### config.mk
export PLATFORM = sky130hd
export DESIGN_NAME = shift_add_mult
export DESIGN_NICKNAME = d
export VERILOG_FILES = /design/src/rtl/shift_add_mult.sv
export SDC_FILE = /design/constraint.sdc
export NUM_CORES = 1
export LEC_CHECK = 0
export BUFFER_PORTS_ARGS = -buffer_cell sky130_fd_sc_hd__buf_2
export CORE_MARGIN = 3
export CORE_UTILIZATION = 55
export CTS_BUF_LIST = sky130_fd_sc_hd__clkbuf_8
export DETAILED_ROUTE_END_ITERATION = 8
export GPL_TIMING_DRIVEN = 0
export HOLD_SLACK_MARGIN = 0.05
export PLACE_DENSITY_LB_ADDON = 0.15
export SLEW_MARGIN = 10
export SYNTH_ARGS = -nofsm -noshare
export SYNTH_HDL_FRONTEND = slang
export SYNTH_SLANG_ARGS = --single-unit
export TNS_END_PERCENT = 1
### constraint.sdc
create_clock -name clk -period 3.8 [get_ports clk]
set_input_delay 0.38 -clock clk [delete_from_list [all_inputs] [get_ports clk]]
set_output_delay 0.38 -clock clk [all_outputs]
set_load 0.01 [all_outputs]
### src/rtl/shift_add_mult.sv
`default_nettype none
// +-----------------------------------------------------------------------------+
// | shift_add_mult: sequential shift-and-add multiplier, one multiplier bit per |
// | clock, valid/ready on both sides, per-operation signed/unsigned select.     |
// | Revision: 1.0                                                               |
// +-----------------------------------------------------------------------------+
module shift_add_mult #(
    parameter  int A_W = 8,
    parameter  int B_W = 8,
    localparam int P_W = A_W + B_W
) (
    input  logic           clk,
    input  logic           rst_n,
    input  logic           in_valid,
    output logic           in_ready,
    input  logic [A_W-1:0] a,
    input  logic [B_W-1:0] b,
    input  logic           signed_mode,
    output logic           out_valid,
    input  logic           out_ready,
    output logic [P_W-1:0] p,
    output logic           busy
);

    localparam int                 c_cnt_w = $clog2(B_W);
    localparam logic [c_cnt_w-1:0] c_last  = c_cnt_w'(B_W - 1);

    typedef enum logic [1:0] {
        S_IDLE = 2'd0,
        S_CALC = 2'd1,
        S_DONE = 2'd2
    } state_t;

    state_t             r_state;
    logic [P_W-1:0]     r_a;
    logic [B_W-1:0]     r_b;
    logic [P_W-1:0]     r_acc;
    logic [c_cnt_w-1:0] r_cnt;
    logic               r_neg;
    logic [P_W-1:0]     r_p;
    logic               r_in_ready;
    logic               r_out_valid;
    logic               r_busy;

    logic [A_W-1:0] w_a_mag;
    logic [B_W-1:0] w_b_mag;
    logic [P_W-1:0] w_sum;
    logic [P_W-1:0] w_res;

    // Magnitudes fit unsigned in W bits, including the most negative value.
    assign w_a_mag = (signed_mode & a[A_W-1]) ? (~a + A_W'(1)) : a;
    assign w_b_mag = (signed_mode & b[B_W-1]) ? (~b + B_W'(1)) : b;
    assign w_sum   = r_acc + (r_b[0] ? r_a : '0);
    assign w_res   = r_neg ? (~w_sum + P_W'(1)) : w_sum;

    always_ff @(posedge clk or negedge rst_n) begin
        if (!rst_n) begin
            r_state     <= S_IDLE;
            r_a         <= '0;
            r_b         <= '0;
            r_acc       <= '0;
            r_cnt       <= '0;
            r_neg       <= 1'b0;
            r_p         <= '0;
            r_in_ready  <= 1'b1;
            r_out_valid <= 1'b0;
            r_busy      <= 1'b0;
        end else begin
            case (r_state)
                S_IDLE: begin
                    if (in_valid) begin
                        r_a        <= {{B_W{1'b0}}, w_a_mag};
                        r_b        <= w_b_mag;
                        r_neg      <= signed_mode & (a[A_W-1] ^ b[B_W-1]);
                        r_acc      <= '0;
                        r_cnt      <= '0;
                        r_in_ready <= 1'b0;
                        r_busy     <= 1'b1;
                        r_state    <= S_CALC;
                    end
                end
                S_CALC: begin
                    r_acc <= w_sum;
                    r_a   <= r_a << 1;
                    r_b   <= r_b >> 1;
                    r_cnt <= r_cnt + c_cnt_w'(1);
                    if (r_cnt == c_last) begin
                        r_p         <= w_res;
                        r_out_valid <= 1'b1;
                        r_state     <= S_DONE;
                    end
                end
                S_DONE: begin
                    if (out_ready) begin
                        r_out_valid <= 1'b0;
                        r_in_ready  <= 1'b1;
                        r_busy      <= 1'b0;
                        r_state     <= S_IDLE;
                    end
                end
                default: begin
                    r_out_valid <= 1'b0;
                    r_in_ready  <= 1'b1;
                    r_busy      <= 1'b0;
                    r_state     <= S_IDLE;
                end
            endcase
        end
    end

    assign in_ready  = r_in_ready;
    assign out_valid = r_out_valid;
    assign busy      = r_busy;
    assign p         = r_p;

endmodule
`default_nettype wire

# ---- Yosys cells after proc, flatten, opt, wreduce, memory -nomap -nowiden
# Cells that the tools add are included.
dict set report word_totals {
  regBits 65
  inputBits 21
  wordCells 62
}
dict set report op_classes {
  add_sub_neg 5
  n_eq_ne 6
  n_mux 24
  bitwise 9
  n_reduce_logical 8
}
# cell n
set op_table {}
lappend op_table {{two-way mux 16 bit} 4}
lappend op_table {{case mux 16 bit (2 select lines)} 2}
lappend op_table {{two-way mux 8 bit} 3}
lappend op_table {{adder 16 x 1 -> 16 bit (second input constant)} 1}
lappend op_table {{adder 16 bit} 1}
lappend op_table {{adder 8 x 1 -> 8 bit (second input constant)} 2}
lappend op_table {{NOT 16 bit} 1}
lappend op_table {{NOT 8 bit} 2}
lappend op_table {{case mux 8 bit (2 select lines)} 1}
lappend op_table {{case mux 1 bit (3 select lines)} 3}
lappend op_table {{AND reduction 3 bit} 3}
lappend op_table {{two-way mux 2 bit} 3}
lappend op_table {{!= test 2 bit (second input constant)} 3}
lappend op_table {{case mux 2 bit (3 select lines)} 1}
lappend op_table {{case mux 3 bit (2 select lines)} 1}
lappend op_table {{AND reduction 2 bit} 3}
lappend op_table {{two-way mux 1 bit} 5}
lappend op_table {{adder 3 x 1 -> 3 bit (second input constant)} 1}
lappend op_table {{AND 1 bit} 3}
lappend op_table {{equality test 3 bit (second input constant)} 1}
lappend op_table {{two-way mux 3 bit} 1}
lappend op_table {{equality test 2 x 1 -> 1 bit (second input constant)} 1}
lappend op_table {{equality test 2 bit (second input constant)} 1}
lappend op_table {{logical NOT 2 bit} 1}
lappend op_table {{3 further kinds} 4}

# ---- Longest topological paths before layout
# Gate-level depths: netlist of run 1.
dict set report depth {
  word_depth 5
  ltp_mapped 13
  depth_no_buf 12
}

# ---- Worst setup path after synthesis of run 1
# Ideal clock, no wire load.
dict set report synth_path {
  path_type {flip-flop to flip-flop}
  startpoint {register r_b[0]}
  endpoint {register r_p[15] (netlist: p[15])}
  setup_ns 0.095
  t_arrival_ns 3.075
  path_slack_ns 0.629
  stages_incl_launch_ff 13
  n_path_buf 1
  synth_period_minus_slack_ns 3.171
  cell_sequence {dfrtp_1 -> clkbuf_1 -> and2_1 -> ha_1 -> fa_1 -> a21oi_1 -> o211ai_1 -> a221oi_1 -> xor2_1 -> nand3_1 -> nand4bb_1 -> and3_1 -> o31ai_1}
}
dict set report synth_via {
  elab_chain_len 5
}
# element line_no
set synth_rtl {}
lappend synth_rtl {{from (decl)} 36} ;# logic [B_W-1:0] r_b;
lappend synth_rtl {{from (signal assigned)} 73} ;# r_b <= w_b_mag;
lappend synth_rtl {{from (signal assigned)} 85} ;# r_b <= r_b >> 1;
lappend synth_rtl {{two-way mux 16 bit (*)} 53} ;# assign w_sum = r_acc + (r_b[0] ? r_a : '0);
lappend synth_rtl {{adder 16 bit (*)} 53}
lappend synth_rtl {{NOT 16 bit} 54} ;# assign w_res = r_neg ? (~w_sum + P_W'(1)) : w_sum;
lappend synth_rtl {{adder 16 x 1 -> 16 bit} 54}
lappend synth_rtl {{two-way mux 16 bit (*)} 54}
lappend synth_rtl {{to (signal assigned)} 88} ;# r_p <= w_res;
lappend synth_rtl {{to (decl)} 40} ;# logic [P_W-1:0] r_p;
# Every way passes the cells marked *; elsewhere a longest branch is shown, timed or not.
# A chain may end at the register's enable or synchronous reset.

# ---- Final worst setup path of run 1
# Ends and elaborated chain as after synthesis.

==> results.txt, run 1 <==
largest area contributor in the netlist: dfrtp_1
Area Growth Syn to Fin: 14.0%
number of global-route vias before repair: 3185
number of flops mapped to enable cells by yosys: 0
Worst Slack Setup Final: 0.262 ns
Final Hold Viols: 0
DR iter-0 viols: 245
Post-Layout Cell Count: 610
slew at the pin with the worst max-slew slack: 0.819 ns
Die ar.: 0.00825 mm^2
vias per cell: 5.58
Netlist Area Pre-Place: 0.00396 mm^2
Tcrit/Tclk final: 93.1%
post-synthesis sequential area ratio: 41.1%
DRC: 0
Port Buffer Count: 38
GRT Total Usage: 22.8%
DRT Wirelength: 8.97 mm
Cell Rows: 30
Antenna diodes: 0
crit-path cells: clkbuf_2, and2_1, ha_1, fa_1, a21oi_1, o211ai_1, a22oi_1, nor3_1, a311oi_2, nand3_1, nand4bb_1, and3_1, o31ai_1
Vias: 3404
crit path from: r_b[0]
worst skew pair latency: 0.34 ns
register clock-pin slew on the reported worst setup and hold paths: 0.07 ns
unrepaired setup endpoints after global routing: no
Hold Buf Count CTS: 0
Setup Total Neg Slack: 0 ns
max incr delay on CP: 0.44 ns
Reg-to-Reg Start: r_b[0]
Setup WS pre-CTS: -0.00436 ns
final setup vio count: 0
worst hold slack: 0.139 ns
Max Cap Viol: 0
worst path required time: 4.04 ns
CP Buf/Inv Count: 1
synthesis warning total: 0
top-area cell type share of the netlist area: 40.4%
Max H-tree Level: 3
Synth async-reset ratio: 100%
outcome: complete, no violations
PD cells: 906 mW/mm^2
Wirelength per Cell: 14.7 um
Clock Tree Buf Depth: 2
Max Fclk: 0.283 GHz
nets: 551
ranking of synthesized cells by area: dfrtp_1 40%, nand2_1 7.2%, o21ai_0 7.1%
grt ovf: 0
layout cells sized above 1: 12.8%
Worst Hold Class: in2async
hpwl dp: 6.70 mm
arrival time at the worst endpoint: 3.78 ns
Initial Util: 57.7%
top-count cell post-synth: nand2_1
number of antenna-violating nets in the routed design: 0
Critical-path top delay cell: dfrtp_1
initial antenna violation count: 0
CTS tree: yes
Yosys reg bits: 65
largest net degree at the start of global routing: 66
top cells by count, synth: 76 x nand2_1, 64 x dfrtp_1, 56 x o21ai_0
Setup Skew: 0.0112 ns
CTS Buf Count: 9
global-route wire length before repair: 15.3 mm
Mapped Cells: 456
delay-heaviest family, CP: compound AO/OA/AOI/OAI gates
crit path kind: reg2reg
worst vdd ir: 0.339 mV
first drt pass iteration count: 4
IO Pins: 40
Pleak: 0.00208 uW
clock sink total: 65
ys flop type: dfrtp_1
max_slew headroom: 45.4%
post-synthesis net count: 498
CP Capture Type: flip-flop
final-layout fill cell count: 602
GP Congestion: 0.804
critical path launch point type: flip-flop
die height: 90.9 um
clk root buf: clkbuf_8
Crit Path Max Fanout: 10
Syn Area/Cell: 8.68 um^2
Final min period: 3.54 ns
final slew viol count: 0
post-synth cell types: 49
DIE WIDTH: 90.9 um
CORE AREA: 0.00687 mm^2
placed insts: 590
==> layout by cell type, fill, tap and decap left out, types with 2 or more instances in the layout <==
| cell | count |
|---|---|
| inv_1 | 16 |
| buf_4 | 5 |
| o311a_1 | 2 |
| dfrtp_1 | 64 |
| nand2b_1 | 3 |
| o41ai_1 | 2 |
| nand3_1 | 29 |
| xnor2_1 | 19 |
| or3_1 | 2 |
| clkbuf_8 | 10 |
| a31oi_1 | 3 |
| a21oi_1 | 21 |
| nor2b_1 | 4 |
| and2_1 | 15 |
| nor2_1 | 20 |
| o21ai_1 | 6 |
| a21o_1 | 4 |
| clkbuf_1 | 23 |
| nor3_1 | 6 |
| o31ai_1 | 5 |
| a22oi_1 | 14 |
| o22ai_1 | 2 |
| mux2i_1 | 4 |
| o21ai_0 | 56 |
| xor2_1 | 15 |
| clkinv_2 | 2 |
| buf_2 | 37 |
| ha_1 | 20 |
| or3_4 | 2 |
| and3_1 | 2 |
| nand2_1 | 76 |
==> path summary, 6_finish.rpt <==
| path | endpoint | slack [ns] | depth (start not counted) |
|---|---|---|---|
| max reg2reg | p[15] | 0.26 | 13 |
| min in group clk | r_b[0] | 0.30 | 3 |
| min | busy | 0.14 | 1 |
| max in group asynchronous | r_acc[12] | 3.12 | 1 |
| min reg2reg | p[6] | 0.47 | 2 |
| max | p[15] | 0.26 | 13 |
==> state kept, by name (all words and copies together), names as in the netlist, 2 cells and up <==
signal	count
r_a	16
r_acc	16
r_state	2
r_b	8
p	16
r_cnt	3
==> repair_timing <==
| item | CTS | global route |
|---|---|---|
| buffers inserted | 0 | 4 |
| endpoints found under the hold margin | 0 | 0 |
| pin swaps | 0 | 2 |
| resized for setup | 1 | 4 |
| endpoints found under the setup margin | 1 | 3 |
==> per-layer routing <==
| layer | share of wire, % | up-vias | track usage (%) |
|---|---|---|---|
| li1 | - | 1713 | - |
| met1 | 49 | 1593 | 31.9 |
| met2 | 45 | 86 | 35.9 |
| met3 | 4.4 | 12 | 3.58 |
| met4 | 1.5 | 0 | 8.04 |
| met5 | 0 | - | 0 |
==> cells by family after synthesis <==
kind of cell               share of synthesized area [%]
and+or+nand+nor                                     19.7
AOI/OAI and AO/OA                                   20.0
DFF                                                 41.1
buffers and inverters                               3.60
xor gates and xnor gates                            7.74
adders and majority gates                           6.82
muxes                                               1.01
==> layout make-up <==
cell class | instances | area [um^2] | share of cell area [%]
plain buffers | 25 | 95.1 | 2.11
flip-flops and latches | 65 | 1630 | 36.1
clock buffers | 10 | 138 | 3.05
multi-input cells | 353 | 2210 | 49.0
repair buffers | 42 | 223 | 4.93
clock inverters | 6 | 51.3 | 1.14
well taps | 96 | 120 | 2.66
inverters | 13 | 48.8 | 1.08
==> stage by stage <==
| stage | total power (uW) | instance area, um^2 | utilization, % |
|---|---|---|---|
| 6_report | 4090 | 4510 | 65.7 |
| 5_1_grt | 4450 | 4510 | 65.7 |
| 4_1_cts | 4010 | 4470 | 65.0 |
| 3_5_place_dp | 3420 | 4270 | 62.2 |
| 3_3_place_gp | 3340 | 4270 | 62.2 |
| 2_1_floorplan | 2840 | 3960 | - |
==> worst register-to-register path, stage by stage, from the launching register on <==
cell and delay (ns):
dfrtp_1 0.44, clkbuf_2 0.21, and2_1 0.18, ha_1 0.20, fa_1 0.42, a21oi_1 0.22
o211ai_1 0.20, a22oi_1 0.28, nor3_1 0.11, a311oi_2 0.28, nand3_1 0.22, nand4bb_1 0.25
and3_1 0.21, o31ai_1 0.23
==> where the power goes <==
group / internal (uW) / switching [uW] / total (uW) / leakage (uW)
Clock: 312 / 261 / 573 / 0.000110
Sequential: 1010 / 192 / 1200 / 0.000817
Combinational: 899 / 1420 / 2320 / 0.00116
Total: 2220 / 1870 / 4090 / 0.00208
Note: power is estimated with default switching activity, not from simulation.
==> run 2: changes to the inputs <==
--- a/config.mk
+++ b/config.mk
@@ -8,7 +8,6 @@
 export BUFFER_PORTS_ARGS = -buffer_cell sky130_fd_sc_hd__buf_2
 export CORE_MARGIN = 3
 export CORE_UTILIZATION = 55
-export CTS_BUF_LIST = sky130_fd_sc_hd__clkbuf_8
 export DETAILED_ROUTE_END_ITERATION = 8
 export GPL_TIMING_DRIVEN = 0
 export HOLD_SLACK_MARGIN = 0.05
==> constraint.sdc (replaced) <==
create_clock -name clk -period 4.35 [get_ports clk]
set_input_delay 0.435 -clock clk [delete_from_list [all_inputs] [get_ports clk]]
set_output_delay 0.435 -clock clk [all_outputs]
set_load 0.01 [all_outputs]
==> results.txt, run 2 (same netlist as run 1, synthesis figures left out) <==
Cell Rows: 30 (unchanged)
GRT Total Usage: 22.7% (-0.11 points)
met2 usage: 35.6% (-0.37 points)
worst skew pair latency: 0.34 ns (about the same)
crit-path cells: clkbuf_1, and2_1, ha_1, fa_1, a21oi_1, o211ai_1, a22oi_1, nor3_1, a311oi_1, nand3_1, nand4bb_1, and3_1, o31ai_1
Port Buffer Count: 38 (unchanged)
crit path kind: reg2reg
CORE AREA: 0.00687 mm^2 (unchanged)
largest net degree at the start of global routing: 66 (unchanged)
arrival time at the worst endpoint: 4.14 ns (+0.36 ns)
clk root buf: clkbuf_8
PD cells: 785 mW/mm^2 (-13%)
initial antenna violation count: 0 (unchanged)
Clock Tree Buf Depth: 2 (unchanged)
Wirelength per Cell: 14.8 um (+0.74%)
Hold Buf Count CTS: 0 (unchanged)
M3 GR Usage: 3.58% (unchanged)
Setup Total Neg Slack: 0 ns (unchanged)
met1 global-route usage: 31.9% (unchanged)
Initial Util: 57.7% (unchanged)
worst r2r path cells: 13 (unchanged)
first drt pass iteration count: 4 (unchanged)
Antenna diodes: 0 (unchanged)
Setup Fix Bufs, Post-CTS: 0 (unchanged)
die height: 90.9 um (unchanged)
worst vdd ir: 0.293 mV (-13%)
total power: 3500 uW (-14%)
register clock-pin slew on the reported worst setup and hold paths: 0.07 ns (about the same)
outcome: complete, no violations
Max H-tree Level: 3 (unchanged)
grt ovf: 0 (unchanged)
DRT Wirelength: 8.98 mm (about the same)
layer with the highest usage: met2
CTS tree: yes
Vias: 3399 (-0.15%)
DIE WIDTH: 90.9 um (unchanged)
max_slew headroom: 45.6% (+0.16 points)
reg-to-reg slack, setup: 0.45 ns (+0.19 ns)
clock sink total: 65 (unchanged)
GP Congestion: 0.804 (unchanged)
Max Cap Viol: 0 (unchanged)
Setup Skew: 0.0118 ns (+0.000542 ns)
commonest non-fill, non-tap cell in the layout: nand2_1
layout cells sized above 1: 11.4% (-1.5 points)
# resized after CTS: 0 (-1)
Post-Layout Cell Count: 606 (-0.66%)
number of global-route vias before repair: 3162 (-0.72%)
CTS Buf Count: 9 (unchanged)
FF-to-FF End: p[15]
number of antenna-violating nets in the routed design: 0 (unchanged)
IO Pins: 40 (unchanged)
worst path required time: 4.59 ns (+0.55 ns)
Final Hold Viols: 0 (unchanged)
hpwl dp: 6.70 mm (unchanged)
DRC: 0 (unchanged)
highest-count cells in the layout ignoring fill and taps: 76 x nand2_1, 64 x dfrtp_1, 56 x o21ai_0
Tcrit/Tclk final: 89.7% (-3.4 points)
Crit Path Max Fanout: 10 (unchanged)
slew at the pin with the worst max-slew slack: 0.817 ns (-0.00238 ns)
Die ar.: 0.00825 mm^2 (unchanged)
unrepaired setup endpoints after global routing: no
Pleak: 0.00204 uW (-1.9%)
DR iter-0 viols: 258 (+5.3%)
Area Growth Syn to Fin: 12.7%
global-route wire length before repair: 15.2 mm (-0.50%)
final slew viol count: 0 (unchanged)
final setup vio count: 0 (unchanged)
critical path launch point type: flip-flop
vias per cell: 5.61 (+0.51%)
Final min period: 3.90 ns (+0.365 ns)
nets: 547 (-0.73%)
CP Capture Type: flip-flop
Reg-to-Reg Start: r_b[0]
Worst Hold Class: in2async
Critical-path top delay cell: a311oi_1
placed insts: 590 (unchanged)
Max Fclk: 0.256 GHz (-9.4%)
max incr delay on CP: 0.56 ns (+0.12 ns)
## run 2: cell types whose count changed in the layout (fill, tap and decap cells not counted)
| cell | change |
|---|---|
| a311oi_2 | -1 |
| xor2_1 | +1 |
| xor2_2 | -1 |
| buf_4 | -4 |
| a311oi_1 | +1 |
| clkbuf_2 | -1 |
| inv_1 | -3 |
| a221oi_1 | +1 |
| a221oi_2 | -1 |
| clkbuf_1 | +4 |
## run 2: how the worst max path moves through the flow
| stage | to | depth (start not counted) | from |
|---|---|---|---|
| 6_report | p[15] | 13 | r_b[0] |
| 3_3_place_gp | p[15] | 13 | r_b[0] |
| 3_5_place_dp | p[15] | 13 | r_b[0] |
| 4_1_cts | p[15] | 13 | r_b[0] |
| 2_1_floorplan | p[15] | 12 | r_b[0] |
| 5_1_grt | p[15] | 13 | r_b[0] |
## run 2: where the power goes
part / total [uW] / switching (uW) / internal (uW)
combinational: 1950 / 1220 / 732
clock: 509 / 230 / 280
sequential: 1050 / 168 / 880
## run 2: per-layer routing
metal | vias up | wire length, um
met3 | 12 | 459
met4 | 0 | 131
met1 | 1597 | 4350
met5 | - | 0
met2 | 87 | 4040
li1 | 1703 | -
## run 2: area by class of cell
class,instances,area (um^2)
inverters,13,48.8
fillers,608,2410
repair buffers,38,193
flip-flops and latches,65,1630
well taps,96,120
clock inverters,3,40.0
clock buffers,13,149
multi-input cells,353,2190
plain buffers,25,93.8
## run 2: worst max-delay path: cells and delay by family, from the launching register on
kind | cells | cell delay (ns)
AND/OR/NAND/NOR | 5 | 1.10
flip-flops | 1 | 0.44
buffers and inverters | 1 | 0.23
adder cells (fa/ha/maj) | 2 | 0.62
AO/OA/AOI/OAI | 5 | 1.43
## run 2: stage by stage
| stage | utilization (%) | hold WS [ns] | area, um^2 | setup slack (ns) |
|---|---|---|---|---|
| floorplan | - | 0.139 | 3960 | 1.18 |
| global route | 65.0 | 0.249 | 4460 | 0.226 |
| finish | 65.0 | 0.196 | 4460 | 0.447 |
| CTS | 65.0 | 0.220 | 4460 | 0.526 |
| detailed placement | 62.2 | 0.466 | 4270 | 0.546 |
| global placement | 62.2 | 0.457 | 4270 | 0.596 |
